[config.mk]
export PLATFORM = sky130hd
export DESIGN_NAME = pa_clint_tcip_slave
export DESIGN_NICKNAME = d
export VERILOG_FILES = /design/src/rtl/pa_clint_pkg.sv /design/src/rtl/pa_clint_mtime_cnt.sv /design/src/rtl/pa_clint_tcip_slave.sv
export SDC_FILE = /design/constraint.sdc
export NUM_CORES = 1
export LEC_CHECK = 0
export CAP_MARGIN = 25
export CORE_ASPECT_RATIO = 0.9
export CORE_UTILIZATION = 50
export CTS_BUF_LIST = sky130_fd_sc_hd__clkbuf_16
export DETAILED_ROUTE_END_ITERATION = 16
export GPL_TIMING_DRIVEN = 0
export PLACE_DENSITY = 0.84
export SLEW_MARGIN = 20
export SYNTH_ARGS = -nofsm -noshare
export SYNTH_HDL_FRONTEND = slang
export SYNTH_SLANG_ARGS = --single-unit
export TNS_END_PERCENT = 10
[constraint.sdc]
create_clock -name forever_cpuclk -period 3.8 [get_ports forever_cpuclk]
set_clock_uncertainty 0.2 [all_clocks]
set_input_delay 0.38 -clock forever_cpuclk [delete_from_list [all_inputs] [get_ports forever_cpuclk]]
set_output_delay 0.38 -clock forever_cpuclk [all_outputs]
set_load 0.01 [all_outputs]
[src/rtl/pa_clint_pkg.sv]
// Shared CLINT definitions: register offsets, reset constants and the address decoder.
package pa_clint_pkg;

    localparam logic [15:0] CLINT_MSIP_OFS        = 16'h0000;
    localparam logic [15:0] CLINT_MTIMECMP_LO_OFS = 16'h4000;
    localparam logic [15:0] CLINT_MTIMECMP_HI_OFS = 16'h4004;
    localparam logic [15:0] CLINT_MTIME_LO_OFS    = 16'hBFF8;
    localparam logic [15:0] CLINT_MTIME_HI_OFS    = 16'hBFFC;

    localparam logic [63:0] CLINT_MTIMECMP_RST = 64'hFFFF_FFFF_FFFF_FFFF;

    typedef enum logic [2:0] {
        RegNone,
        RegMsip,
        RegCmpLo,
        RegCmpHi,
        RegTimeLo,
        RegTimeHi
    } clint_reg_e;

    // Word accesses only: the byte-lane bits never take part in the match.
    function automatic clint_reg_e clint_decode(input logic [15:0] addr);
        logic [13:0] word;
        word = addr[15:2];
        if (word == CLINT_MSIP_OFS[15:2]) begin
            return RegMsip;
        end else if (word == CLINT_MTIMECMP_LO_OFS[15:2]) begin
            return RegCmpLo;
        end else if (word == CLINT_MTIMECMP_HI_OFS[15:2]) begin
            return RegCmpHi;
        end else if (word == CLINT_MTIME_LO_OFS[15:2]) begin
            return RegTimeLo;
        end else if (word == CLINT_MTIME_HI_OFS[15:2]) begin
            return RegTimeHi;
        end
        return RegNone;
    endfunction

endpackage

[src/rtl/pa_clint_mtime_cnt.sv]
// 64-bit mtime counter: ticks when enabled outside debug, half-word writes take priority.
module pa_clint_mtime_cnt (
    input  logic        clk,
    input  logic        rst_b,
    input  logic        tick,
    input  logic        dbgon,
    input  logic        wr_lo,
    input  logic        wr_hi,
    input  logic [31:0] wdata,
    output logic [63:0] mtime,
    output logic [63:0] mtime_next
);

    logic [63:0] mtime_q;

    always_comb begin
        mtime_next = mtime_q;
        if (wr_lo) begin
            mtime_next[31:0] = wdata;
        end else if (wr_hi) begin
            mtime_next[63:32] = wdata;
        end else if (tick && !dbgon) begin
            mtime_next = mtime_q + 64'd1;
        end
    end

    always_ff @(posedge clk or negedge rst_b) begin
        if (!rst_b) begin
            mtime_q <= 64'd0;
        end else begin
            mtime_q <= mtime_next;
        end
    end

    assign mtime = mtime_q;

endmodule

[src/rtl/pa_clint_tcip_slave.sv]
// CLINT register responder on the TCIP lane: msip, mtimecmp, mtime and the M-mode interrupt lines.
module pa_clint_tcip_slave
    import pa_clint_pkg::*;
(
    input  logic        forever_cpuclk,
    input  logic        cpurst_b,
    input  logic        tcipif_clint_sel,
    input  logic [15:0] tcipif_xx_addr,
    input  logic [31:0] tcipif_xx_wdata,
    input  logic        tcipif_xx_write,
    input  logic        sysio_clint_tick,
    input  logic        rtu_yy_xx_dbgon,
    output logic        clint_tcipif_cmplt,
    output logic [31:0] clint_tcipif_rdata,
    output logic        clint_cpu_me_int,
    output logic        clint_cpu_ms_int
);

    logic        cmplt_q;
    logic [31:0] rdata_q;
    logic        me_int_q;
    logic        msip_q;
    logic [63:0] mtimecmp_q;
    logic [63:0] mtimecmp_next;
    logic [63:0] mtime;
    logic [63:0] mtime_next;
    logic [31:0] rd_val;
    logic        accept;
    logic        wr_en;
    clint_reg_e  reg_sel;

    // The bridge keeps sel high through the completion cycle, so that cycle is never an accept.
    assign accept  = tcipif_clint_sel && !cmplt_q;
    assign wr_en   = accept && tcipif_xx_write;
    assign reg_sel = clint_decode(tcipif_xx_addr);

    pa_clint_mtime_cnt u_mtime_cnt (
        .clk        (forever_cpuclk),
        .rst_b      (cpurst_b),
        .tick       (sysio_clint_tick),
        .dbgon      (rtu_yy_xx_dbgon),
        .wr_lo      (wr_en && (reg_sel == RegTimeLo)),
        .wr_hi      (wr_en && (reg_sel == RegTimeHi)),
        .wdata      (tcipif_xx_wdata),
        .mtime      (mtime),
        .mtime_next (mtime_next)
    );

    always_comb begin
        mtimecmp_next = mtimecmp_q;
        if (wr_en && (reg_sel == RegCmpLo)) begin
            mtimecmp_next[31:0] = tcipif_xx_wdata;
        end else if (wr_en && (reg_sel == RegCmpHi)) begin
            mtimecmp_next[63:32] = tcipif_xx_wdata;
        end
    end

    always_comb begin
        rd_val = 32'd0;
        case (reg_sel)
            RegMsip:   rd_val = {31'd0, msip_q};
            RegCmpLo:  rd_val = mtimecmp_q[31:0];
            RegCmpHi:  rd_val = mtimecmp_q[63:32];
            RegTimeLo: rd_val = mtime[31:0];
            RegTimeHi: rd_val = mtime[63:32];
            default:   rd_val = 32'd0;
        endcase
    end

    always_ff @(posedge forever_cpuclk or negedge cpurst_b) begin
        if (!cpurst_b) begin
            cmplt_q    <= 1'b0;
            rdata_q    <= 32'd0;
            me_int_q   <= 1'b0;
            msip_q     <= 1'b0;
            mtimecmp_q <= CLINT_MTIMECMP_RST;
        end else begin
            cmplt_q    <= accept;
            rdata_q    <= (accept && !tcipif_xx_write) ? rd_val : 32'd0;
            mtimecmp_q <= mtimecmp_next;
            // Compare next-state values so a write shows on the line together with cmplt.
            me_int_q   <= (mtime_next >= mtimecmp_next);
            if (wr_en && (reg_sel == RegMsip)) begin
                msip_q <= tcipif_xx_wdata[0];
            end
        end
    end

    assign clint_tcipif_cmplt = cmplt_q;
    assign clint_tcipif_rdata = rdata_q;
    assign clint_cpu_me_int   = me_int_q;
    assign clint_cpu_ms_int   = msip_q;

endmodule

==> run_summary.xml, run 1 <==
<?xml version="1.0" encoding="UTF-8"?>
<metrics>
  <group name="pwr">
    <metric name="proportion_of_power_drawn_by_combinational_gates" unit="">0.126</metric>
    <metric name="share_clk_of_total_power" unit="">0.437</metric>
    <metric name="sw_frac_of_total" unit="">0.258</metric>
    <metric name="p_per_area" unit="nW/um2">337</metric>
    <metric name="power_frac_seq" unit="">0.437</metric>
    <metric name="ir_drop" unit="uV">233</metric>
    <metric name="total_leakage_power" unit="nW">5.87</metric>
    <metric name="p_sw" unit="W">0.00107</metric>
    <metric name="p_int" unit="W">0.00308</metric>
  </group>
  <group name="cts">
    <metric name="ctsHtreeMaxLevel" unit="">4</metric>
    <metric name="cts_root_buffer" unit="">sky130_fd_sc_hd__clkbuf_16</metric>
    <metric name="clock_sinks" unit="">163</metric>
    <metric name="insertion_delay" unit="ns">0.45</metric>
    <metric name="path_clk_slew" unit="ns">0.07</metric>
    <metric name="clock_tree.buffer_depth" unit="">2</metric>
    <metric name="cts-buffers-inserted" unit="">17</metric>
    <metric name="cts_tree" unit="">yes</metric>
  </group>
  <group name="synth">
    <metric name="synth_cell_type_count" unit="">63</metric>
    <metric name="yosysTopAreaCell" unit="">sky130_fd_sc_hd__dfrtp_1</metric>
    <metric name="synth_flop_cell" unit="">sky130_fd_sc_hd__dfrtp_1</metric>
    <metric name="synth.yosys.seq_area_share" unit="">0.416</metric>
    <metric name="synth.net_count" unit="">1154</metric>
    <metric name="yosysTopAreaCellShare" unit="">0.248</metric>
    <metric name="post_synth_main_area_contributors" unit="">sky130_fd_sc_hd__dfrtp_1, sky130_fd_sc_hd__dfstp_2, sky130_fd_sc_hd__mux2i_1, sky130_fd_sc_hd__ha_1, sky130_fd_sc_hd__o21ai_0</metric>
    <metric name="synth_edf_count" unit="">0</metric>
    <metric name="ys_ff_latch" unit="">163</metric>
    <metric name="mappedNetlistArea" unit="um2">10000</metric>
    <metric name="syn_avg_cell_area" unit="um2">9.67</metric>
    <metric name="synth-warning-count" unit="">0</metric>
    <metric name="syn_inst" unit="">1035</metric>
    <metric name="asyncSetResetFlopFracSynth" unit="">1.00</metric>
  </group>
  <group name="timing">
    <metric name="final.setup.worst_slack" unit="ns">-0.366</metric>
    <metric name="grt_setup_unrepaired" unit="">true</metric>
    <metric name="report.final.setup_viol" unit="">1</metric>
    <metric name="finalHoldViolCount" unit="">0</metric>
    <metric name="fmax" unit="GHz">0.240</metric>
    <metric name="slew_violations" unit="">0</metric>
    <metric name="period_needed" unit="ns">4.17</metric>
    <metric name="timing_worst_slew_pin_value" unit="ns">0.949</metric>
    <metric name="worst_slew_margin_rel" unit="">0.368</metric>
    <metric name="timing.final.crit_share" unit="">1.10</metric>
  </group>
  <group name="layout">
    <metric name="diodes" unit="">0</metric>
    <metric name="fill_cells" unit="">1535</metric>
    <metric name="drive_gt1_frac" unit="">0.187</metric>
    <metric name="syn_to_final_growth" unit="%">23.5</metric>
    <metric name="final_net_count" unit="">1287</metric>
    <metric name="multi_input_area" unit="um2">5580</metric>
    <metric name="final_core_util" unit="">0.637</metric>
    <metric name="regArea" unit="um2">4160</metric>
  </group>
  <group name="routing">
    <metric name="drt_drc_violations_left" unit="">0</metric>
    <metric name="detailedRoute.firstIterationViolations" unit="">1025</metric>
    <metric name="vias_per_cell" unit="">6.35</metric>
    <metric name="iteration_count_of_the_initial_detailed_routing_pass" unit="">6</metric>
    <metric name="ant_nets" unit="">0</metric>
    <metric name="wl_met2" unit="um">14200</metric>
    <metric name="routed_wirelength" unit="um">31900</metric>
    <metric name="routed-wl-met3" unit="um">3070</metric>
    <metric name="routed.top_layer" unit="">met4</metric>
    <metric name="wl_met1" unit="um">13100</metric>
    <metric name="detail_route.wl_per_cell" unit="um">22.3</metric>
    <metric name="vias" unit="">9087</metric>
  </group>
  <group name="status">
    <metric name="outcome" unit="">finished, violations left</metric>
    <metric name="violations" unit="">negative setup slack</metric>
  </group>
  <group name="floorplan">
    <metric name="fp-row-count" unit="">48</metric>
    <metric name="boundaryPins" unit="">89</metric>
    <metric name="initial_utilization" unit="">0.516</metric>
    <metric name="floorplan.die.width" unit="um">151</metric>
    <metric name="floorplan.core_area" unit="um2">19400</metric>
    <metric name="chipHeight" unit="um">136</metric>
    <metric name="overall_die_area" unit="um2">20600</metric>
  </group>
  <group name="global_route">
    <metric name="global_router_s_overall_resource_usage" unit="">0.323</metric>
    <metric name="total_global_routing_overflow" unit="">0</metric>
    <metric name="grt_pass1_wl" unit="um">49300</metric>
    <metric name="maximum_number_of_pins_on_one_net_before_global_route_repair" unit="">86</metric>
    <metric name="antenna_found_initial" unit="">0</metric>
    <metric name="number_of_global_route_vias_before_repair" unit="">8964</metric>
  </group>
  <group name="placed_design">
    <metric name="detailedPlace.worstSlack" unit="ns">-1.90</metric>
    <metric name="hpwl" unit="um">21800</metric>
    <metric name="port_buffers" unit="">85</metric>
    <metric name="gp_congestion" unit="">0.945</metric>
  </group>
  <group name="critical_path">
    <metric name="start_kind" unit="">register</metric>
    <metric name="crit_type" unit="">reg -&gt; reg</metric>
    <metric name="crit_chain" unit="">and4_1 -&gt; buf_2 -&gt; and4_4 -&gt; nand4_4 -&gt; nor3_4 -&gt; a31oi_1 -&gt; o21ai_0 -&gt; o311ai_0 -&gt; ha_1 -&gt; nand4_1 -&gt; or3_1 -&gt; a21oi_1 -&gt; o21ai_0 -&gt; o211ai_1</metric>
    <metric name="crit-reg2reg-launch" unit="">u_mtime_cnt.mtime[18]</metric>
    <metric name="worstPathMaxFanout" unit="">7</metric>
    <metric name="worstSetupStartpoint" unit="">u_mtime_cnt.mtime[18]</metric>
    <metric name="critical_path.slowest_cell" unit="">sky130_fd_sc_hd__nor3_4</metric>
    <metric name="endpoint_kind" unit="">register</metric>
    <metric name="critPathRequiredTime" unit="ns">3.93</metric>
    <metric name="max_stage_delay" unit="ns">0.45</metric>
    <metric name="timing.critical_path.mode_cell" unit="">sky130_fd_sc_hd__o21ai_0</metric>
    <metric name="worst-endpoint-arrival" unit="ns">4.30</metric>
  </group>
  <group name="flow_run">
    <metric name="maxCapViolations" unit="">0</metric>
  </group>
  <group name="min_path">
    <metric name="hp_start" unit="">clint_tcipif_cmplt</metric>
    <metric name="class_of_the_most_critical_hold_timing_path" unit="">reg -&gt; reg</metric>
  </group>
</metrics>
==> state kept, by name, summed over array words and instances (netlist names) <==
| signal | cells |
|---|---|
| clint_tcipif_cmplt | 1 |
| mtimecmp_q | 64 |
| u_mtime_cnt.mtime | 64 |
| clint_cpu_ms_int | 1 |
| clint_cpu_me_int | 1 |
| clint_tcipif_rdata | 32 |
==> kinds of logic after synthesis <==
family / count (synthesis) / synth area share
buffers and inverters: 122 / 0.0516
adders and majority gates: 65 / 0.0813
xor gates and xnor gates: 31 / 0.0271
DFF: 163 / 0.416
and+or+nand+nor: 308 / 0.164
muxes: 130 / 0.132
AOI/OAI and AO/OA: 216 / 0.128
==> cells in the mapped netlist (6+ instances only) <==
master                     number
sky130_fd_sc_hd__nor2_1        47
sky130_fd_sc_hd__clkbuf_1      23
sky130_fd_sc_hd__inv_1         69
sky130_fd_sc_hd__and2_1        37
sky130_fd_sc_hd__o22ai_1       35
sky130_fd_sc_hd__o21ai_0       75
sky130_fd_sc_hd__ha_1          65
sky130_fd_sc_hd__a32oi_1        9
sky130_fd_sc_hd__xnor2_1       14
sky130_fd_sc_hd__nand4_1       22
sky130_fd_sc_hd__mux2_2        16
sky130_fd_sc_hd__and3_1        16
sky130_fd_sc_hd__a21oi_1       51
sky130_fd_sc_hd__and4_1         7
sky130_fd_sc_hd__buf_2         20
sky130_fd_sc_hd__a31oi_1        7
sky130_fd_sc_hd__nor3_1         6
sky130_fd_sc_hd__nand2_1       97
sky130_fd_sc_hd__nand3_1       34
sky130_fd_sc_hd__mux2i_1      114
sky130_fd_sc_hd__xor2_1        17
sky130_fd_sc_hd__nor4_1         7
sky130_fd_sc_hd__dfrtp_1       99
sky130_fd_sc_hd__dfstp_2       64
==> power groups by stage <==
stage,combinational (W),clock [W],sequential [W]
2_1_floorplan,0.000203,0,0.00183
3_3_place_gp,0.000397,0,0.00184
3_5_place_dp,0.000410,0,0.00184
4_1_cts,0.000499,0.00181,0.00181
5_1_grt,0.000562,0.00189,0.00182
6_report,0.000523,0.00182,0.00182
==> layout make-up <==
cell class | count | share of cell area
Multi-Input combinational cell | 750 | 0.452
Sequential cell | 163 | 0.337
Timing Repair Buffer | 116 | 0.0904
Clock buffer | 17 | 0.0344
Buffer | 51 | 0.0254
Tap cell | 250 | 0.0253
Inverter | 69 | 0.0210
Clock inverter | 15 | 0.0145
==> path summary, 6_finish.rpt <==
kind                                    endpoint  slack [ns]  cells past startpoint
hold / removal                clint_tcipif_cmplt        0.28                      1
min in group asynchronous  u_mtime_cnt.mtime[36]        0.32                      2
max in group asynchronous         mtimecmp_q[55]        2.23                      3
hold reg to reg               clint_tcipif_cmplt        0.28                      1
setup / recovery                clint_cpu_me_int       -0.37                     14
setup reg to reg                clint_cpu_me_int       -0.37                     14
==> what timing repair did <==
item	in CTS	in global routing
pin swaps	28	17
resized for setup	103	13
hold buffers	1	0
cloned	0	0
hold endpoints to repair	46	0
endpoints found under the setup margin	1	1
setup buffers	18	11
==> worst max-delay path, delay by kind of cell (launching register included) <==
family,cells,cell delay (ns)
compound gates,6,1.22
simple gates,6,1.65
buf+inv,1,0.18
fa+ha+maj,1,0.38
flops,1,0.42
==> cells in the final DEF, fill, tap and decap left out, types with 5 or more instances in the layout <==
cell type / count
sky130_fd_sc_hd__a21oi_1: 49
sky130_fd_sc_hd__a31oi_1: 7
sky130_fd_sc_hd__a32oi_1: 9
sky130_fd_sc_hd__and2_1: 37
sky130_fd_sc_hd__and3_1: 14
sky130_fd_sc_hd__and4_1: 7
sky130_fd_sc_hd__buf_1: 5
sky130_fd_sc_hd__buf_2: 11
sky130_fd_sc_hd__buf_4: 30
sky130_fd_sc_hd__buf_6: 10
sky130_fd_sc_hd__clkbuf_1: 17
sky130_fd_sc_hd__clkbuf_16: 17
sky130_fd_sc_hd__clkdlybuf4s50_1: 71
sky130_fd_sc_hd__dfrtp_1: 95
sky130_fd_sc_hd__dfstp_2: 64
sky130_fd_sc_hd__dlygate4sd2_1: 12
sky130_fd_sc_hd__ha_1: 63
sky130_fd_sc_hd__inv_1: 74
sky130_fd_sc_hd__mux2_2: 16
sky130_fd_sc_hd__mux2i_1: 114
sky130_fd_sc_hd__nand2_1: 92
sky130_fd_sc_hd__nand3_1: 32
sky130_fd_sc_hd__nand4_1: 22
sky130_fd_sc_hd__nor2_1: 42
sky130_fd_sc_hd__nor4_4: 5
sky130_fd_sc_hd__o21ai_0: 57
sky130_fd_sc_hd__o21ai_1: 22
sky130_fd_sc_hd__o22ai_1: 35
sky130_fd_sc_hd__o311ai_1: 5
sky130_fd_sc_hd__xnor2_1: 14
sky130_fd_sc_hd__xor2_1: 17
==> routing by layer <==
metal	vias up	GRT usage
li1	3994	-
met1	4357	0.425
met2	593	0.498
met3	143	0.0775
met4	0	0.156
met5	-	0
==> per-stage QoR <==
| step | area, um2 | hold slack, ns | setup TNS [ns] | cells | total power [W] |
|---|---|---|---|---|---|
| 2_1_floorplan | 10000 | -0.116 | 0 | 1035 | 0.00203 |
| 3_3_place_gp | 11200 | 0.257 | -593.73 | 1370 | 0.00223 |
| 3_5_place_dp | 11200 | 0.208 | -1.90 | 1371 | 0.00225 |
| 4_1_cts | 12200 | 0.285 | -0.141 | 1420 | 0.00412 |
| 5_1_grt | 12400 | 0.301 | -0.458 | 1431 | 0.00427 |
| 6_report | 12400 | 0.281 | -0.366 | 1431 | 0.00416 |
Note: power is estimated with default switching activity, not from simulation.
==> run 2, diff against run 1 <==
PLACE_DENSITY = 0.82   (was 0.84)
clock period = 4.3 ns   (was 3.8 ns; I/O delays follow)
==> run 2 against run 1 <==
Against the previous run:
- the flow now finishes without violations
- worst hold slack better by 0.019 ns
- sequential power down 12%
- clock power down 13%
- fmax down 1.8%
- final cell count down 0.49%
- die area unchanged
- setup slack better by 0.42 ns
- non-clock buffer count down 7
- via count down 2.9%
- critical endpoint unchanged
==> run_summary.xml, run 2 (synthesized netlist as in run 1, its figures left out) <==
<?xml version="1.0" encoding="UTF-8"?>
<metrics>
  <group name="floorplan">
    <metric name="overall_die_area" unit="um2">20600</metric>
    <metric name="chipHeight" unit="um">136</metric>
    <metric name="floorplan.core_area" unit="um2">19400</metric>
    <metric name="floorplan.die.width" unit="um">151</metric>
    <metric name="fp-row-count" unit="">48</metric>
    <metric name="boundaryPins" unit="">89</metric>
    <metric name="initial_utilization" unit="">0.516</metric>
  </group>
  <group name="layout">
    <metric name="layout.cells.most_common_list" unit="">sky130_fd_sc_hd__mux2i_1, sky130_fd_sc_hd__dfrtp_1, sky130_fd_sc_hd__nand2_1</metric>
    <metric name="final_core_util" unit="">0.631</metric>
    <metric name="final_net_count" unit="">1280</metric>
    <metric name="syn_to_final_growth" unit="%">22.3</metric>
    <metric name="layout.cells.most_common" unit="">sky130_fd_sc_hd__mux2i_1</metric>
    <metric name="diodes" unit="">0</metric>
    <metric name="drive_gt1_frac" unit="">0.177</metric>
  </group>
  <group name="timing">
    <metric name="finalHoldViolCount" unit="">0</metric>
    <metric name="fin_hold_ws" unit="ns">0.300</metric>
    <metric name="timing_worst_slew_pin_value" unit="ns">0.972</metric>
    <metric name="report.final.setup_viol" unit="">0</metric>
    <metric name="fin_setup_tns" unit="ns">0</metric>
    <metric name="worst_slew_margin_rel" unit="">0.352</metric>
    <metric name="timing.final.crit_share" unit="">0.987</metric>
    <metric name="slew_violations" unit="">0</metric>
    <metric name="fmax" unit="GHz">0.236</metric>
    <metric name="period_needed" unit="ns">4.24</metric>
  </group>
  <group name="global_route">
    <metric name="antenna_found_initial" unit="">0</metric>
    <metric name="grt_pass1_wl" unit="um">47800</metric>
    <metric name="total_global_routing_overflow" unit="">0</metric>
    <metric name="maximum_number_of_pins_on_one_net_before_global_route_repair" unit="">89</metric>
    <metric name="number_of_global_route_vias_before_repair" unit="">8653</metric>
    <metric name="global_router_s_overall_resource_usage" unit="">0.312</metric>
  </group>
  <group name="routing">
    <metric name="detailedRoute.firstIterationViolations" unit="">927</metric>
    <metric name="drt_drc_violations_left" unit="">0</metric>
    <metric name="vias_per_cell" unit="">6.20</metric>
    <metric name="iteration_count_of_the_initial_detailed_routing_pass" unit="">5</metric>
    <metric name="detail_route.wl_per_cell" unit="um">21.9</metric>
    <metric name="ant_nets" unit="">0</metric>
    <metric name="routed_wirelength" unit="um">31200</metric>
    <metric name="vias" unit="">8824</metric>
  </group>
  <group name="critical_path">
    <metric name="endpoint_kind" unit="">register</metric>
    <metric name="ff2ff_path_depth" unit="">16</metric>
    <metric name="r2r_slack" unit="ns">0.06</metric>
    <metric name="worstReg2RegEnd" unit="">clint_cpu_me_int</metric>
    <metric name="worstPathMaxFanout" unit="">3</metric>
    <metric name="worst-endpoint-arrival" unit="ns">4.37</metric>
    <metric name="start_kind" unit="">register</metric>
    <metric name="critPathRequiredTime" unit="ns">4.42</metric>
    <metric name="worstSetupStartpoint" unit="">u_mtime_cnt.mtime[0]</metric>
    <metric name="crit-reg2reg-launch" unit="">u_mtime_cnt.mtime[0]</metric>
    <metric name="crit_type" unit="">reg -&gt; reg</metric>
    <metric name="capture_point_of_the_worst_path" unit="">clint_cpu_me_int</metric>
  </group>
  <group name="cts">
    <metric name="cts_root_buffer" unit="">sky130_fd_sc_hd__clkbuf_16</metric>
    <metric name="cts-buffers-inserted" unit="">17</metric>
    <metric name="cts_tree" unit="">yes</metric>
    <metric name="clock_sinks" unit="">163</metric>
    <metric name="ctsHtreeMaxLevel" unit="">4</metric>
    <metric name="clock_tree.buffer_depth" unit="">2</metric>
    <metric name="insertion_delay" unit="ns">0.44</metric>
    <metric name="path_clk_slew" unit="ns">0.07</metric>
  </group>
  <group name="flow_run">
    <metric name="maxCapViolations" unit="">0</metric>
  </group>
  <group name="placed_design">
    <metric name="port_buffers" unit="">85</metric>
    <metric name="gp_congestion" unit="">0.971</metric>
    <metric name="hpwl" unit="um">21700</metric>
  </group>
  <group name="pwr">
    <metric name="finalPower" unit="W">0.00364</metric>
    <metric name="p_per_area" unit="nW/um2">297</metric>
    <metric name="total_leakage_power" unit="nW">5.84</metric>
    <metric name="ir_drop" unit="uV">222</metric>
  </group>
  <group name="status">
    <metric name="outcome" unit="">finished clean</metric>
  </group>
  <group name="min_path">
    <metric name="class_of_the_most_critical_hold_timing_path" unit="">in -&gt; reg</metric>
    <metric name="hp_start" unit="">tcipif_xx_addr[14]</metric>
  </group>
</metrics>
## run 2: changes by cell type in the layout (fill, tap and decap cells not counted), sizes merged
cell	before	now
clkbuf	39	40
bufinv	4	2
clkinvlp	3	1
clkinv	3	4
inv	74	77
clkdlybuf4s15	1	0
dlymetal6s2s	0	12
buf	60	53
dlygate4sd2	12	0
## run 2: cell type report
type	instances	area [um2]
timing repair buffer	109	1080
inverter	69	259
clock buffer	17	425
buffer	51	302
fill	1519	7160
sequential	163	4160
multi-input combinational	750	5520
tap	250	313
clock inverter	15	171
## run 2: what timing repair did
item,CTS,global route
resized for setup,34,56
endpoints found under the setup margin,1,1
hold endpoints to repair,46,0
hold buffers,1,0
setup buffers,7,15
pin swaps,8,22
## run 2: how the worst min path moves through the flow
stage | to | slack (ns) | depth (start not counted)
2_1_floorplan | clint_cpu_me_int | -0.07 | 0
3_5_place_dp | u_mtime_cnt.mtime[2] | 0.24 | 1
6_report | clint_cpu_ms_int | 0.30 | 3
4_1_cts | clint_tcipif_cmplt | 0.29 | 1
3_3_place_gp | clint_tcipif_cmplt | 0.26 | 1
5_1_grt | clint_cpu_ms_int | 0.31 | 3
## run 2: per-layer routing
layer  vias to the layer above  share of wire  global-route usage
li1                       3988              -                   -
met5                         -              0                   0
met2                       494           0.45               0.477
met1                      4263           0.42               0.416
met3                        79          0.099              0.0883
met4                         0          0.033               0.127
## run 2: power by group
part | switching, W | total, W | internal (W)
clock | 0.000712 | 0.00159 | 0.000875
sequential | 0.0000372 | 0.00160 | 0.00156
combinational | 0.000254 | 0.000447 | 0.000193
total | 0.00100 | 0.00364 | 0.00263
## run 2: stage by stage
step / area (um2) / setup slack [ns] / std cells
3_3_place_gp: 11200 / -4.02 / 1370
3_5_place_dp: 11200 / -1.49 / 1371
6_report: 12200 / 0.0566 / 1424
5_1_grt: 12200 / -0.0217 / 1424
4_1_cts: 12000 / 0.0159 / 1410
2_1_floorplan: 10000 / 0.593 / 1035
## run 2: critical path: stages, from the launching register on
cell and delay, ns:
sky130_fd_sc_hd__dfrtp_1 0.41, sky130_fd_sc_hd__ha_1 0.20, sky130_fd_sc_hd__and4b_2 0.31, sky130_fd_sc_hd__nand4_1 0.22, sky130_fd_sc_hd__buf_4 0.23, sky130_fd_sc_hd__nor2_2 0.15
sky130_fd_sc_hd__nand2_1 0.09, sky130_fd_sc_hd__xor2_1 0.16, sky130_fd_sc_hd__o21ai_1 0.11, sky130_fd_sc_hd__ha_1 0.32, sky130_fd_sc_hd__nand4_1 0.22, sky130_fd_sc_hd__nor3_4 0.33
sky130_fd_sc_hd__o311ai_4 0.20, sky130_fd_sc_hd__a311o_1 0.35, sky130_fd_sc_hd__o211ai_1 0.15, sky130_fd_sc_hd__a41oi_1 0.16, sky130_fd_sc_hd__o211ai_1 0.31
==> run 3, diff against run 2 <==
SLEW_MARGIN = unset   (was 20)
TNS_END_PERCENT = 50   (was 10)
==> results of run 3 <==
The final DEF is identical to that of run 2; final timing and power are the same.
